File: src/rtl/imm_pkg.sv
`default_nettype none
// ---------------------------------------------------------------------------
// imm_pkg : opcode/funct3 constants and immediate type for imm_arbiter
// Rev 1.0 : initial release
// ---------------------------------------------------------------------------
package imm_pkg;

  typedef logic [31:0] imm_t;

  localparam logic [6:0] OPC_OP_IMM = 7'b0010011;
  localparam logic [6:0] OPC_LOAD   = 7'b0000011;
  localparam logic [6:0] OPC_STORE  = 7'b0100011;
  localparam logic [6:0] OPC_BRANCH = 7'b1100011;
  localparam logic [6:0] OPC_LUI    = 7'b0110111;
  localparam logic [6:0] OPC_AUIPC  = 7'b0010111;
  localparam logic [6:0] OPC_JAL    = 7'b1101111;
  localparam logic [6:0] OPC_JALR   = 7'b1100111;

  localparam logic [2:0] F3_SLLI = 3'b001;
  localparam logic [2:0] F3_SRXI = 3'b101;

endpackage
`default_nettype wire

File: src/rtl/imm_decode.sv
`default_nettype none
// ---------------------------------------------------------------------------
// imm_decode : combinational RV32I immediate extraction
// Rev 1.0 : initial release
// ---------------------------------------------------------------------------
module imm_decode
  import imm_pkg::*;
(
  input  logic [31:0] instr,
  output imm_t        imm
);

  logic [6:0] opcode;
  logic [2:0] funct3;

  assign opcode = instr[6:0];
  assign funct3 = instr[14:12];

  always_comb begin
    imm = '0;
    case (opcode)
      OPC_OP_IMM: begin
        // Shift-immediates carry only a 5-bit unsigned shamt.
        if (funct3 == F3_SLLI || funct3 == F3_SRXI)
          imm = {27'b0, instr[24:20]};
        else
          imm = {{20{instr[31]}}, instr[31:20]};
      end
      OPC_LOAD, OPC_JALR:
        imm = {{20{instr[31]}}, instr[31:20]};
      OPC_STORE:
        imm = {{20{instr[31]}}, instr[31:25], instr[11:7]};
      OPC_BRANCH:
        imm = {{19{instr[31]}}, instr[31], instr[7], instr[30:25], instr[11:8], 1'b0};
      OPC_LUI, OPC_AUIPC:
        imm = {instr[31:12], 12'b0};
      OPC_JAL:
        imm = {{11{instr[31]}}, instr[31], instr[19:12], instr[20], instr[30:21], 1'b0};
      default:
        imm = '0;
    endcase
  end

endmodule
`default_nettype wire

File: src/rtl/imm_arbiter.sv
`default_nettype none
// ---------------------------------------------------------------------------
// imm_arbiter : shared immediate decoder with one-grant-per-cycle arbitration
// Rev 1.0 : IMM_ARB_ROUND_ROBIN_EN selects round-robin, else fixed priority
// ---------------------------------------------------------------------------
module imm_arbiter
  import imm_pkg::*;
#(
  parameter int NUM_REQ = 4,
  parameter int ID_W    = $clog2(NUM_REQ)
) (
  input  logic                  clk,
  input  logic                  rst_n,
  input  logic [NUM_REQ-1:0]    req_valid,
  input  logic [NUM_REQ*32-1:0] req_instr,
  output logic [NUM_REQ-1:0]    req_ready,
  output logic                  resp_valid,
  output logic [ID_W-1:0]       resp_id,
  output imm_t                  resp_imm,
  input  logic                  resp_ready
);

  localparam int            SW  = ID_W + 1;
  localparam logic [SW-1:0] N_W = SW'(NUM_REQ);

  logic               grant_en;
  logic               accept;
  logic               found;
  logic [ID_W-1:0]    scan_base;
  logic [ID_W-1:0]    grant_id;
  logic [SW-1:0]      scan_idx;
  logic [NUM_REQ-1:0] grant;
  logic [31:0]        sel_instr;
  imm_t               dec_imm;

`ifdef IMM_ARB_ROUND_ROBIN_EN
  logic [ID_W-1:0] rr_ptr;

  always_ff @(posedge clk or negedge rst_n) begin
    if (!rst_n)
      rr_ptr <= '0;
    else if (accept)
      rr_ptr <= (grant_id == ID_W'(NUM_REQ - 1)) ? '0 : grant_id + ID_W'(1);
  end

  assign scan_base = rr_ptr;
`else
  assign scan_base = '0;
`endif

  // Grant only when the output slot is free or being drained this cycle.
  assign grant_en = rst_n && (!resp_valid || resp_ready);

  always_comb begin
    grant    = '0;
    grant_id = '0;
    found    = 1'b0;
    scan_idx = '0;
    for (int k = 0; k < NUM_REQ; k++) begin
      scan_idx = {1'b0, scan_base} + SW'(k);
      if (scan_idx >= N_W)
        scan_idx = scan_idx - N_W;
      if (!found && req_valid[scan_idx[ID_W-1:0]]) begin
        found    = 1'b1;
        grant_id = scan_idx[ID_W-1:0];
      end
    end
    if (grant_en && found)
      grant[grant_id] = 1'b1;
  end

  assign req_ready = grant;
  assign accept    = |grant;

  always_comb begin
    sel_instr = '0;
    for (int i = 0; i < NUM_REQ; i++) begin
      if (grant[i])
        sel_instr = sel_instr | req_instr[i*32 +: 32];
    end
  end

  imm_decode u_imm_decode (
    .instr (sel_instr),
    .imm   (dec_imm)
  );

  always_ff @(posedge clk or negedge rst_n) begin
    if (!rst_n) begin
      resp_valid <= 1'b0;
      resp_id    <= '0;
      resp_imm   <= '0;
    end else if (accept) begin
      resp_valid <= 1'b1;
      resp_id    <= grant_id;
      resp_imm   <= dec_imm;
    end else if (resp_ready) begin
      resp_valid <= 1'b0;
    end
  end

endmodule
`default_nettype wire

File: config.mk
export PLATFORM = sky130hd
export DESIGN_NAME = imm_arbiter
export DESIGN_NICKNAME = d
export VERILOG_FILES = /design/src/rtl/imm_pkg.sv /design/src/rtl/imm_decode.sv /design/src/rtl/imm_arbiter.sv
export SDC_FILE = /design/constraint.sdc
export NUM_CORES = 1
export LEC_CHECK = 0
export BUFFER_PORTS_ARGS = -buffer_cell sky130_fd_sc_hd__buf_2
export CAP_MARGIN = 0
export CORE_ASPECT_RATIO = 0.6
export CORE_MARGIN = 2
export CORE_UTILIZATION = 38
export DETAILED_ROUTE_END_ITERATION = 10
export PLACE_DENSITY = 0.87
export SLEW_MARGIN = 0
export SYNTH_ARGS = -nofsm -noshare
export SYNTH_HDL_FRONTEND = slang
export SYNTH_SLANG_ARGS = --single-unit
export TNS_END_PERCENT = 50
File: constraint.sdc
create_clock -name clk -period 2 [get_ports clk]
set_input_delay 0.4 -clock clk [delete_from_list [all_inputs] [get_ports clk]]
set_output_delay 0.4 -clock clk [all_outputs]
set_load 0.05 [all_outputs]
=== Word-level counts from Yosys, hierarchy flattened ===
Index checks and enable logic that the tools add are counted.
Widths: inputs -> output; s select.

* Flip-flop bits (word level): 35
* Input bits: 135
* Output and inout port bits: 39

* $lt $le $gt $ge: 2
* Equal/unequal tests: 10
* Multiplexer cells: 18
* Bitwise gates (word level): 3
* Reduce and logical (&&, ||, !) cells: 16

{| class="wikitable"
|+ Operators with widths
! cell !! count
|-
| $pmux 32 s6 || 1
|-
| $mux 32 || 5
|-
| $or 32x32->32 || 3
|-
| $eq 7x7->1 const B || 3
|-
| $eq 7x5->1 const B || 2
|-
| $eq 7x6->1 const B || 2
|-
| $mux 1 || 8
|-
| $eq 7x2->1 const B || 1
|-
| $logic_and 1x1->1 || 6
|-
| $logic_not 1->1 || 4
|-
| $mux 2 || 2
|-
| $mux 4 || 1
|-
| $reduce_or 2->1 || 2
|-
| $reduce_or 4->1 || 1
|-
| $eq 3x1->1 const B || 1
|-
| $eq 3x3->1 const B || 1
|-
| $lt 2x3->1 const B || 1
|-
| $demux 1 s2 || 1
|-
| $ge 2x1->1 const B || 1
|-
| $logic_or 1x1->1 || 2
|-
| $reduce_bool 2->1 || 1
|}

=== Depth between registers and ports, before layout ===
* Word-level depth: 26
* Depth in mapped cells: 10

=== Hierarchy ===
A second synthesis with hierarchy kept.

* Cell total of the unflattened synthesis: 309
* Area, all modules: 3,000.4 um^2

{| class="wikitable"
|+ By module, submodules not included
! module !! instances !! cells each !! area each (um^2)
|-
| imm_arbiter || 1 || 241 || 2,486.1
|-
| imm_decode || 1 || 68 || 514.2
|}

=== Least setup slack after synthesis ===
No wires, ideal clock.

* Kind: flip-flop to flip-flop
* Start point: reg resp_valid
* End point: reg resp_imm[22]
* Library setup time: 0.126 ns
* Arrival: 2.405 ns
* Required time: 1.874 ns
* Setup slack: -0.531 ns
* Cell stages (with the launch flop): 11
* Buffers on the path: 3
* Clock period less this slack: 2.531 ns
* Cell sequence: dfrtp_1 nand2b_4 buf_2 and3_1 buf_6 a221o_1 nor3b_2 o32a_4 a211oi_4 buf_6 a221o_1

* Longest elaborated chain between the ends: 16

{| class="wikitable"
|+ RTL lines
! what !! RTL line !! text
|-
| start, declared || imm_arbiter.sv:17 || <nowiki>output logic resp_valid,</nowiki>
|-
| start signal, assigned || imm_arbiter.sv:90 || <nowiki>resp_valid <= 1'b0;</nowiki>
|-
| start signal, assigned || imm_arbiter.sv:94 || <nowiki>resp_valid <= 1'b1;</nowiki>
|-
| start signal, assigned || imm_arbiter.sv:98 || <nowiki>resp_valid <= 1'b0;</nowiki>
|-
| $logic_not 1->1 (*) || imm_arbiter.sv:52 || <nowiki>assign grant_en = rst_n && (!resp_valid || resp_ready);</nowiki>
|-
| $logic_or 1x1->1 (*) || imm_arbiter.sv:52 ||
|-
| $logic_and 1x1->1 (*) || imm_arbiter.sv:52 ||
|-
| $logic_and 1x1->1 (*) || imm_arbiter.sv:68 || <nowiki>if (grant_en && found)</nowiki>
|-
| $mux 4 (*) || imm_arbiter.sv:68 ||
|-
| $mux 32 || imm_arbiter.sv:78 || <nowiki>if (grant[i])</nowiki>
|-
| $or 32x32->32 || imm_arbiter.sv:79 || <nowiki>sel_instr = sel_instr | req_instr[i*32 +: 32];</nowiki>
|-
| $mux 32 || imm_arbiter.sv:78 ||
|-
| $or 32x32->32 || imm_arbiter.sv:79 ||
|-
| $mux 32 || imm_arbiter.sv:78 ||
|-
| $or 32x32->32 || imm_arbiter.sv:79 ||
|-
| $mux 32 || imm_arbiter.sv:78 ||
|-
| $eq 3x1->1 or $eq 3x3->1 (tied branches) || imm_decode.sv:24 || <nowiki>if (funct3 == F3_SLLI || funct3 == F3_SRXI)</nowiki>
|-
| $logic_or 1x1->1 || imm_decode.sv:24 ||
|-
| $mux 32 || imm_decode.sv:24 ||
|-
| $pmux 32 s6 || imm_decode.sv:21 || <nowiki>case (opcode)</nowiki>
|-
| end signal, assigned || imm_arbiter.sv:96 || <nowiki>resp_imm <= dec_imm;</nowiki>
|-
| end, declared || imm_arbiter.sv:19 || <nowiki>output imm_t resp_imm,</nowiki>
|}

Every way passes the cells marked *; elsewhere a longest branch is shown, timed or not.
A chain may end at the register's enable or synchronous reset.

=== Worst setup path in the final report ===
* Start point: reg resp_valid
* End point: reg resp_imm[11]

Same word-level chain as after synthesis.

==> flow_summary.toml <==
[drt]
dr.pass1.iters = 8
drt-vias-per-instance = 5.77
drc = 0
vias = 3308
post_drt_wl_per_cell_um = 17.4
first_iter_violations = 223
antenna_left = 0
wirelength_um = 9990

[global_routing]
grt_max_degree = 36
antenna_found_initial = 0
overflow = 0
grt_usage_pct = 25.0
grt_pass1_wl_um = 15000
grt_pass1_vias = 3033

[pwr]
pwr-share-clk_pct = 38.7
power_leakage_nw = 2.28
sequentialPowerShare_pct = 31.8
switching_share_pct = 28.1
p_comb_share_pct = 29.6
powerDensity_nw_per_um2 = 536
intPower_mw = 1.67
power_switching_uw = 652
peakVddDrop_v = 0.000515

[yosys]
avgSynthCellArea_um2 = 9.83
ys_ff_latch = 35
synth_edf_count = 0
synth-seq-area-share_pct = 33.9
synthCells = 263
synthFlopType = "dfrtp_1"
async_flop_share_pct = 100
ys_types = 58
yosys_warnings = 0
syn_area_um2 = 2580
synth_nets = 398

[place]
place_congestion = 0.946
hpwl_um = 7780
dp_cells = 553
io_buffers = 173

[setup_path]
cp_slowest_stage_delay_ps = 380
path_buf_inv = 5
crit_type = "flop to flop"
cp-start-kind = "flop"
cp_common_cell = "buf_6"
arrival_ps = 2450
cp_top_family = "compound AO/OA/AOI/OAI gates"
worstPathRequired_ps = 2130
worstPathCellList = "nand2b_4, buf_6, and3_4, a221o_1, nor3b_4, buf_4, buf_6, buf_6, buf_6, nor2_1, o211ai_1, o2111ai_1"
critPathCaptureType = "flop"
critical-path-slowest-cell = "dfrtp_2"
crit_fanout = 7

[floorplan]
io_pins = 174
start_util_pct = 39.1
std_cell_rows = 23
die_y_um = 67.9
core_area_um2 = 6620
die_x_um = 110
die_area_um2 = 7500

[clock_network]
clkSinkCount = 35
cts_max_level = 2
cts_buffers = 5
clockBufferDepth = 2
cts_root_buffer = "clkbuf_16"
worstSkewPairLatency_ps = 270
clkSlewWorstSetupHoldPaths_ps = 60
cts_tree = "yes"

[finish]
final_core_utilization_pct = 65.3
seq_area_um2 = 877
final_cells = 573
layout-drive-gt1-share_pct = 58.8
n_antenna_cell = 0
fillers = 570
layout_common_cells = "buf_2, nand2_1, buf_4, dfrtp_1, a221o_1"
layout.nets = 620
syn2layout_area_growth_pct = 67.3
final_common_cell = "buf_2"
multi_input_area_um2 = 1660

[sta]
tightest_slew_ps = 464
fmax_mhz = 431
max_slew_margin_pct = 69.0
finalCriticalPeriod_ps = 2320
setup_viol = 32
fin_crit_sh_pct = 116
slew_viol_final = 0
worst_slack_ps = -319
hold_viol = 0
rsz0062_at_grt = "yes"
fin_skew_ps = 2.50
tns_ps = -6960

[min_path]
hp-class = "primary input to asynchronous set/reset pin"

[job]
maxCapViolations = 0

[run_status]
violations = "setup timing"
status = "finished with violations"
[cells in the mapped netlist (5+ instances only)]
library cell / instances / share of area [%]
inv_1: 5 / 0.73
a221o_1: 26 / 10
clkbuf_1: 10 / 1.5
dfrtp_1: 35 / 34
a22o_1: 9 / 3.0
nand2_1: 56 / 8.1
a222oi_1: 22 / 8.5
o2111ai_1: 5 / 1.7
nand2b_1: 5 / 1.2
buf_6: 5 / 2.2
[per-layer routing]
metal / share of wire (%) / wire, um / vias up / global-route usage [%]
met4: 1.6 / 156 / 0 / 6.09
li1: - / - / 1520 / -
met1: 44 / 4380 / 1600 / 33.5
met2: 46 / 4610 / 178 / 41.7
met3: 8.4 / 842 / 10 / 6.11
met5: 0 / 0 / - / 0
[through the flow]
stage	hold WS [ps]	area (um2)	worst slack (ps)	power [mW]
2_1_floorplan	104	2620	-356	1.07
3_3_place_gp	459	3870	-612	1.36
3_5_place_dp	461	3870	-616	1.38
4_1_cts	341	4190	-275	2.30
5_1_grt	372	4320	-383	2.42
6_report	330	4320	-319	2.32
[cells by family after synthesis]
group | Yosys count | share of synthesized area [%]
AND/OR/NAND/NOR | 99 | 21.6
buffers and inverters | 29 | 6.29
flip-flops | 35 | 33.9
AO/OA/AOI/OAI | 100 | 38.2
[worst paths after layout]
check                              start           end  slack, ps  cells after the start
setup / recovery              resp_valid  resp_imm[11]       -320                     12
setup reg to reg              resp_valid  resp_imm[11]       -320                     12
max in group asynchronous          rst_n    resp_valid       1340                      2
hold reg to reg              resp_imm[2]   resp_imm[2]        490                      2
min in group clk           req_instr[72]   resp_imm[1]        430                      5
hold / removal                     rst_n   resp_imm[6]        330                      2
[power groups by stage]
stage                     clock, mW  sequential [mW]  combinational, mW
final                         0.897            0.736              0.685
after global routing          0.945            0.738              0.735
after CTS                     0.912            0.736              0.655
after detailed placement          0            0.748              0.627
after global placement            0            0.749              0.616
after floorplan                   0            0.808              0.261
[final cells by class]
type,count,area share (%)
multi-input combinational,199,38.3
timing repair buffer,239,34.5
sequential,35,20.3
clock buffer,6,3.21
tap,87,2.52
clock inverter,2,0.810
inverter,5,0.434
[timing repair]
item | CTS | global route
pin swaps | 9 | 12
hold buffers | 0 | 0
setup endpoints to repair | 36 | 35
buffers inserted | 9 | 4
cloned | 0 | 1
resized for setup | 17 | 22
[flip-flops by register name, summed over array words and instances (netlist names)]
| name | cells |
|---|---|
| resp_id | 2 |
| resp_valid | 1 |
| resp_imm | 32 |
No activity file was read; power rests on OpenSTA's default activity.
